## src/rtl/cpu_pkg.sv

```systemverilog
// Shared CPU definitions: fetch FSM states, word width and PC stepping constants.
package cpu_pkg;

    localparam int unsigned WORD_W = 16;

    // Instruction encoding that stops fetch (unprogrammed-ROM filler).
    localparam logic [WORD_W-1:0] HALT_WORD = 16'hF800;

    // Byte distance between consecutive 16-bit instructions.
    localparam logic [WORD_W-1:0] PC_STEP = 16'd2;

    typedef enum logic [0:0] {
        RUN  = 1'b0,
        HALT = 1'b1
    } state_t;

endpackage

```

## src/rtl/if_id_reg.sv

```systemverilog
// IF/ID pipeline register: instruction, its pc+2 link value and a valid flag.
module if_id_reg
    import cpu_pkg::*;
(
    input  logic              clk,
    input  logic              rst_n,
    input  logic              load,
    input  logic              hold,
    input  logic              clear,
    input  logic [WORD_W-1:0] fetch_instr,
    input  logic [WORD_W-1:0] fetch_pc_plus2,
    output logic [WORD_W-1:0] instr,
    output logic [WORD_W-1:0] pc_plus2,
    output logic              valid
);

    // Priority clear > hold > load; with no control asserted the contents stay
    // but valid drops, which is how a halted front end presents bubbles.
    always_ff @(posedge clk or negedge rst_n) begin
        if (!rst_n) begin
            instr    <= '0;
            pc_plus2 <= '0;
            valid    <= 1'b0;
        end else if (clear) begin
            instr    <= '0;
            valid    <= 1'b0;
        end else if (hold) begin
            instr    <= instr;
        end else if (load) begin
            instr    <= fetch_instr;
            pc_plus2 <= fetch_pc_plus2;
            valid    <= 1'b1;
        end else begin
            valid    <= 1'b0;
        end
    end

endmodule

```

## src/rtl/fetch_unit.sv

```systemverilog
// Instruction fetch stage: PC register, RUN/HALT control and delivered-instruction counter.
module fetch_unit
    import cpu_pkg::*;
#(
    parameter logic [15:0] RESET_PC  = 16'h0000,
    parameter logic [15:0] HALT_WORD = cpu_pkg::HALT_WORD
) (
    input  logic        clk,
    input  logic        rst_n,
    output logic [15:0] pc,
    input  logic [15:0] instruction,
    input  logic        stall,
    input  logic        redirect,
    input  logic [15:0] redirect_pc,
    output logic [15:0] if_id_instr,
    output logic [15:0] if_id_pc_plus2,
    output logic        if_id_valid,
    output logic        halted,
    output logic [15:0] fetch_count
);

    state_t            state;
    state_t            next_state;
    logic [WORD_W-1:0] next_pc;
    logic [WORD_W-1:0] pc_plus2;
    logic              reg_load;
    logic              reg_hold;
    logic              reg_clear;
    logic              count_inc;

    assign pc_plus2 = pc + PC_STEP;
    assign halted   = (state == HALT);

    // Next-state and IF/ID control, priority redirect > stall > halt detect > advance.
    // HALT is tested before stall because a halted front end ignores stall.
    always_comb begin
        next_state = state;
        next_pc    = pc;
        reg_load   = 1'b0;
        reg_hold   = 1'b0;
        reg_clear  = 1'b0;
        count_inc  = 1'b0;
        if (redirect) begin
            next_pc    = redirect_pc & 16'hFFFE;
            reg_clear  = 1'b1;
            next_state = RUN;
        end else if (state == HALT) begin
            next_state = HALT;
        end else if (stall) begin
            reg_hold   = 1'b1;
        end else if (instruction == HALT_WORD) begin
            reg_load   = 1'b1;
            count_inc  = 1'b1;
            next_state = HALT;
        end else begin
            reg_load   = 1'b1;
            count_inc  = 1'b1;
            next_pc    = pc_plus2;
        end
    end

    // PC, FSM state and saturating fetch counter.
    always_ff @(posedge clk or negedge rst_n) begin
        if (!rst_n) begin
            state       <= RUN;
            pc          <= RESET_PC;
            fetch_count <= '0;
        end else begin
            state <= next_state;
            pc    <= next_pc;
            if (count_inc && (fetch_count != '1)) begin
                fetch_count <= fetch_count + 16'd1;
            end
        end
    end

    if_id_reg u_if_id_reg (
        .clk            (clk),
        .rst_n          (rst_n),
        .load           (reg_load),
        .hold           (reg_hold),
        .clear          (reg_clear),
        .fetch_instr    (instruction),
        .fetch_pc_plus2 (pc_plus2),
        .instr          (if_id_instr),
        .pc_plus2       (if_id_pc_plus2),
        .valid          (if_id_valid)
    );

endmodule

```

## config.mk

```make
export PLATFORM = sky130hd
export DESIGN_NAME = fetch_unit
export DESIGN_NICKNAME = d
export VERILOG_FILES = /design/src/rtl/cpu_pkg.sv /design/src/rtl/if_id_reg.sv /design/src/rtl/fetch_unit.sv
export SDC_FILE = /design/constraint.sdc
export NUM_CORES = 1
export LEC_CHECK = 0
export CORE_MARGIN = 2
export CORE_UTILIZATION = 31
export CTS_CLUSTER_DIAMETER = 30
export DETAILED_ROUTE_END_ITERATION = 7
export PLACE_DENSITY = 0.66
export RECOVER_POWER = 50
export SYNTH_ARGS = -nofsm -noshare
export SYNTH_HDL_FRONTEND = slang
export SYNTH_SLANG_ARGS = --single-unit
```

## constraint.sdc

```tcl
create_clock -name clk -period 2.35 [get_ports clk]
set_clock_uncertainty 0.1 [all_clocks]
set_input_delay 0.47 -clock clk [delete_from_list [all_inputs] [get_ports clk]]
set_output_delay 0.47 -clock clk [all_outputs]
set_load 0.005 [all_outputs]
```

======== After elaboration in Yosys (flattened, before gate mapping) ========
Cells that the tools add are included.
word-level totals
  register bits ........................... 66
  input bits .............................. 36
  output and inout port bits .............. 66
  logic and storage cells ................. 42
operators by class
  add/sub/neg operators ................... 2
  equal/unequal tests ..................... 6
  multiplexer cells ....................... 21
  bitwise operators ....................... 2
  reduce and logical (&&, ||, !) cells .... 5
operators by type and width
  kind                                                             count
  16-bit two-way mux                                               7
  16-bit by 1-bit adder with 16-bit output, second input constant  1
  16-bit by 2-bit adder with 16-bit output, second input constant  1
  16-bit == test, second input constant                            1
  16-bit != test, second input constant                            1
  1-bit two-way mux                                                14
  3-bit AND reduction                                              2
  2-bit by 1-bit != test with 1-bit output, second input constant  2
  2-bit != test, second input constant                             2
  1-bit NOT                                                        2
  2-bit AND reduction                                              1
  2-bit nonzero test                                               1
  1-bit logical AND                                                1

======== Depth between registers and ports, before layout ========
  word-level depth ........................ 6
  depth in mapped cells ................... 7
  mapped depth without buffers ............ 6

======== Hierarchy ========
A second synthesis with hierarchy kept.
second synthesis, totals
  cell total of the unflattened synthesis .. 332
  area total of the unflattened synthesis .. 3320.7 um^2
by module, submodules not included
  module      times used  cells an instance  area an instance (um^2)  sequential area each (um^2)
  fetch_unit  1           223                1963.1                   800.8
  if_id_reg   1           109                1357.6                   825.8

======== Worst setup path before layout ========
No wires, ideal clock.
  kind .................................... input to register
  from .................................... in stall
  to ...................................... reg pc[8]
  library setup time ...................... 0.121 ns
  arrival ................................. 1.691 ns
  required time ........................... 2.129 ns
  path slack .............................. 0.437 ns
  stages on the path ...................... 6
  path buffers ............................ 1
  path through ............................ or2_1 buf_2 nor3_1 nand2_1 mux2_2 o22a_1
on the way
  word-level cells in the longest chain between the ends .. 2
RTL lines
  item                                                RTL line          RTL
  start, declared                                     fetch_unit.sv:12  input logic stall,
  2-bit by 1-bit != test with 1-bit output (no line)  --
  3-bit AND reduction (no line)                       --
  end signal, assigned                                fetch_unit.sv:70  pc <= next_pc;
  end, declared                                       fetch_unit.sv:10  output logic [15:0] pc,
No other way between the ends.
A chain may end at the register's enable or synchronous reset.

======== Final worst setup path ========
  from .................................... in stall
  to ...................................... reg pc[9]
The elaborated chain is that of the path after synthesis.

==> impl_metrics.py <==
metrics = {
    "synth": {
        "distinct_cells_synth": 46,
        "synth-seq-area-share_pct": 49.8,
        "async_flop_share_pct": 100,
        "top_flip_flop_cell_by_instance_count_after_synthesis": "sky130_fd_sc_hd__dfrtp_1",
        "netlist_instances": 347,
        "syn_area_per_cell_um2": 9.26,
        "yosys_warnings": 0,
        "synth_area_um2": 3210,
        "synth.ff_latch_count": 64,
        "synth_edf_count": 0,
    },
    "timing": {
        "timing.final.ws_setup_ns": 0.244,
        "post_route_clock_period_utilization_pct": 89.6,
        "relSlewSlack_pct": 31.6,
        "layout_min_cycle_time_ns": 2.11,
        "final.hold.worst_slack_ns": 0.377,
        "tightestPinTransition_ns": 1.03,
        "finalHoldViolations": 0,
        "fin_tns_setup_ns": 0,
        "drv_slew": 0,
        "fmaxAchievable_mhz": 475,
        "unrepaired_setup_endpoints_after_global_routing": "no",
        "final-setup-viol-count": 0,
    },
    "flow_run": {
        "timing.max_cap.violations": 0,
    },
    "floorplanning": {
        "die_y_um": 106,
        "die_area_um2": 11200,
        "io_pins": 102,
        "fp-row-count": 37,
        "initial_utilization_pct": 31.5,
        "core_area_um2": 10200,
        "die_width_um": 106,
    },
    "placed_design": {
        "place_congestion": 0.849,
        "placement.setup.worst_slack_ns": -0.110,
        "dp.final_hpwl_mm": 6.23,
        "io_buffers": 98,
        "detailed_place.area_um2": 4420,
    },
    "global_route": {
        "grt_pass1_vias": 2851,
        "gr-total-overflow": 0,
        "grt_use_total_pct": 15.6,
        "global_route_wire_length_before_repair_mm": 14.0,
        "maximum_number_of_pins_on_one_net_before_global_route_repair": 35,
        "grt_antenna_before_repair": 0,
    },
    "worst_setup_path": {
        "regToRegEndpoint": "pc[9]",
        "cp_max_delay_cell": "sky130_fd_sc_hd__or3_2",
        "critical_path.max_stage_delay_ns": 0.45,
        "cpLargestDelayFamily": "simple AND/OR/NAND/NOR gates",
        "timing.critical_path.buf_inv": 2,
        "endpoint": "pc[9]",
        "timing.critical_path.depth": 6,
        "path_class": "in2reg",
        "timing.critical_path.cells": "clkdlybuf4s50_1, or3_2, buf_4, nor4_1, a21oi_1, o22a_1",
        "worst_r2r_path_depth": 5,
        "reg2reg_slack_ns": 0.33,
        "cp-startpoint": "stall",
        "critPathRequiredTime_ns": 2.48,
        "worst_r2r_startpoint": "halted",
        "kind_of_end_point_of_the_critical_path": "flip-flop",
        "crit_fanout": 17,
        "critical_path_arrival_ns": 2.23,
        "worstSetupStartpointType": "primary input",
    },
    "pwr": {
        "cell_internal_pwr_mw": 2.23,
        "sequentialPowerShare_pct": 45.4,
        "power_density_nw_per_um2": 659,
        "switching_share_pct": 27.0,
        "leakagePower_nw": 1.93,
        "p_switching_uw": 823,
        "clkPwrFrac_pct": 33.5,
        "ir_worst_vdd_v": 0.000504,
        "p_comb_share_pct": 21.1,
    },
    "drt": {
        "drt-initial-drc-count": 90,
        "wl_met1_mm": 3.92,
        "detailroute.wirelength.met2_mm": 3.96,
        "drt_pass1_iterations": 4,
        "wire_per_inst_um": 14.2,
        "vias_per_cell": 4.91,
        "top_signal_layer_used": "met4",
        "met3_length_um": 466,
        "antenna_violating_nets_post_route": 0,
        "vias": 2944,
        "drcViolationCount": 0,
        "routed_wirelength_mm": 8.55,
    },
    "final_layout": {
        "post-route-util_pct": 45.5,
        "nNetsFinal": 497,
        "drive_gt1_share_pct": 10.1,
        "postLayoutCellArea_um2": 4630,
        "antenna_cells": 0,
        "num-fill-cells": 1016,
        "flow.area_growth_from_synthesis_pct": 44.1,
    },
    "worst_hold_path": {
        "hold_class": "reg2reg",
    },
    "cts": {
        "cts_repair_resize_count": 0,
        "cts_max_path_buffers": 2,
        "ctsRootBufferMaster": "sky130_fd_sc_hd__clkbuf_8",
        "h-tree-depth": 3,
        "cts_num_sinks": 64,
        "clock_insertion_delay_worst_skew_ns": 0.33,
        "cts_buf_count": 9,
        "clk_pin_slew_worst_paths_ns": 0.07,
        "post-cts-setup-buffer-count": 0,
        "cts_tree": "built",
    },
    "status": {
        "result_of_the_run": "finished clean",
    },
}
how the worst min path moves through the flow:
stage | startpoint | end | slack, ns | cells past startpoint
CTS | u_if_id_reg.pc_plus2[1] | u_if_id_reg.pc_plus2[1] | 0.39 | 2
global route | u_if_id_reg.pc_plus2[2] | u_if_id_reg.pc_plus2[2] | 0.40 | 2
detailed placement | rst_n | u_if_id_reg.pc_plus2[3] | 0.33 | 1
global placement | rst_n | u_if_id_reg.pc_plus2[3] | 0.32 | 1
floorplan | rst_n | fetch_count[0] | 0.07 | 0
finish | u_if_id_reg.pc_plus2[12] | u_if_id_reg.pc_plus2[12] | 0.38 | 2
synthesized netlist by cell type, types with 2 or more instances:
master | number | share of area, %
sky130_fd_sc_hd__o21ai_0 | 28 | 4.4
sky130_fd_sc_hd__and4_1 | 5 | 1.4
sky130_fd_sc_hd__a22oi_1 | 2 | 0.47
sky130_fd_sc_hd__inv_1 | 11 | 1.3
sky130_fd_sc_hd__nor2_1 | 25 | 2.9
sky130_fd_sc_hd__nand3_1 | 13 | 2.0
sky130_fd_sc_hd__o22a_1 | 6 | 1.6
sky130_fd_sc_hd__buf_2 | 2 | 0.31
sky130_fd_sc_hd__mux2_2 | 4 | 1.4
sky130_fd_sc_hd__a41oi_1 | 2 | 0.55
sky130_fd_sc_hd__ha_1 | 2 | 0.78
sky130_fd_sc_hd__a21oi_1 | 27 | 4.2
sky130_fd_sc_hd__a32oi_1 | 4 | 1.1
sky130_fd_sc_hd__buf_4 | 4 | 0.93
sky130_fd_sc_hd__nand2_1 | 65 | 7.6
sky130_fd_sc_hd__buf_6 | 2 | 0.70
sky130_fd_sc_hd__nor3_1 | 7 | 1.1
sky130_fd_sc_hd__dfrtp_1 | 64 | 50
sky130_fd_sc_hd__xnor2_1 | 16 | 4.4
sky130_fd_sc_hd__a31oi_1 | 3 | 0.58
sky130_fd_sc_hd__o21a_1 | 2 | 0.47
sky130_fd_sc_hd__and3_1 | 5 | 0.97
sky130_fd_sc_hd__a211oi_1 | 2 | 0.47
sky130_fd_sc_hd__nor4b_1 | 2 | 0.55
sky130_fd_sc_hd__xor2_1 | 7 | 1.9
sky130_fd_sc_hd__clkbuf_1 | 10 | 1.2
sky130_fd_sc_hd__nor4_1 | 3 | 0.58
sky130_fd_sc_hd__nand4_1 | 6 | 1.2
cells by family (layout without fill, tap and decap cells):
logic type / after synthesis / count (layout) / synth area share, %
other: 1 / 2 / 0.117
AND/OR/NAND/NOR: 142 / 142 / 21.8
XOR/XNOR: 23 / 23 / 6.27
AO/OA/AOI/OAI: 80 / 80 / 14.8
adder cells (fa/ha/maj): 2 / 2 / 0.779
buffers and inverters: 31 / 147 / 4.95
multiplexers: 4 / 4 / 1.40
flip-flops: 64 / 64 / 49.8
flip-flops by register name, indices dropped and copies added, names as in the netlist:
register              flops
fetch_count              16
halted                    1
pc                       15
u_if_id_reg.instr        16
u_if_id_reg.pc_plus2     15
u_if_id_reg.valid         1
cells in the final DEF (no fill, tap or decap), drive strengths merged, types with 8 or more instances in the layout:
| cell | Yosys | layout |
|---|---|---|
| buf | 9 | 18 |
| nand3 | 14 | 14 |
| clkdlybuf4s50 | 0 | 87 |
| dlygate4sd3 | 0 | 10 |
| nor3 | 8 | 8 |
| inv | 11 | 11 |
| xnor2 | 16 | 16 |
| a21oi | 27 | 27 |
| nand2 | 65 | 65 |
| o21ai | 28 | 28 |
| nor2 | 26 | 26 |
| dfrtp | 64 | 64 |
| clkbuf | 11 | 19 |
power groups by stage:
stage / clock [mW] / sequential [mW] / combinational (mW)
global route: 1.09 / 1.41 / 0.710
floorplan: 0 / 1.39 / 0.246
finish: 1.02 / 1.39 / 0.643
CTS: 1.05 / 1.39 / 0.666
detailed placement: 0 / 1.41 / 0.661
global placement: 0 / 1.40 / 0.649
worst min-delay path, stage by stage (launching register included):
cell and delay [ns]:
sky130_fd_sc_hd__dfrtp_1 0.34, sky130_fd_sc_hd__nand2_1 0.05, sky130_fd_sc_hd__o21ai_0 0.06
layout make-up:
cell class	instances	area (um2)	area share (%)
clock buffer	14	183	3.94
clock inverter	2	35.0	0.757
inverter	11	41.3	0.892
multi-input combinational	253	1460	31.5
sequential	64	1600	34.6
tap	136	170	3.67
timing repair buffer	120	1140	24.6
metrics by stage:
step,total power [mW],cells
CTS,3.10,600
global route,3.21,600
finish,3.05,600
floorplan,1.63,348
detailed placement,2.07,583
global placement,2.05,583
timing repair:
action / in CTS / in global routing
endpoints found under the hold margin: 15 / 0
setup endpoints to repair: 0 / 0
hold buffers: 1 / 0
layer usage:
| metal | GRT usage, % | vias up |
|---|---|---|
| met5 | 0 | - |
| met4 | 6.95 | 0 |
| met3 | 3.59 | 18 |
| met2 | 24.9 | 87 |
| met1 | 20.1 | 1407 |
| li1 | - | 1432 |
Note: power is estimated with default switching activity, not from simulation.
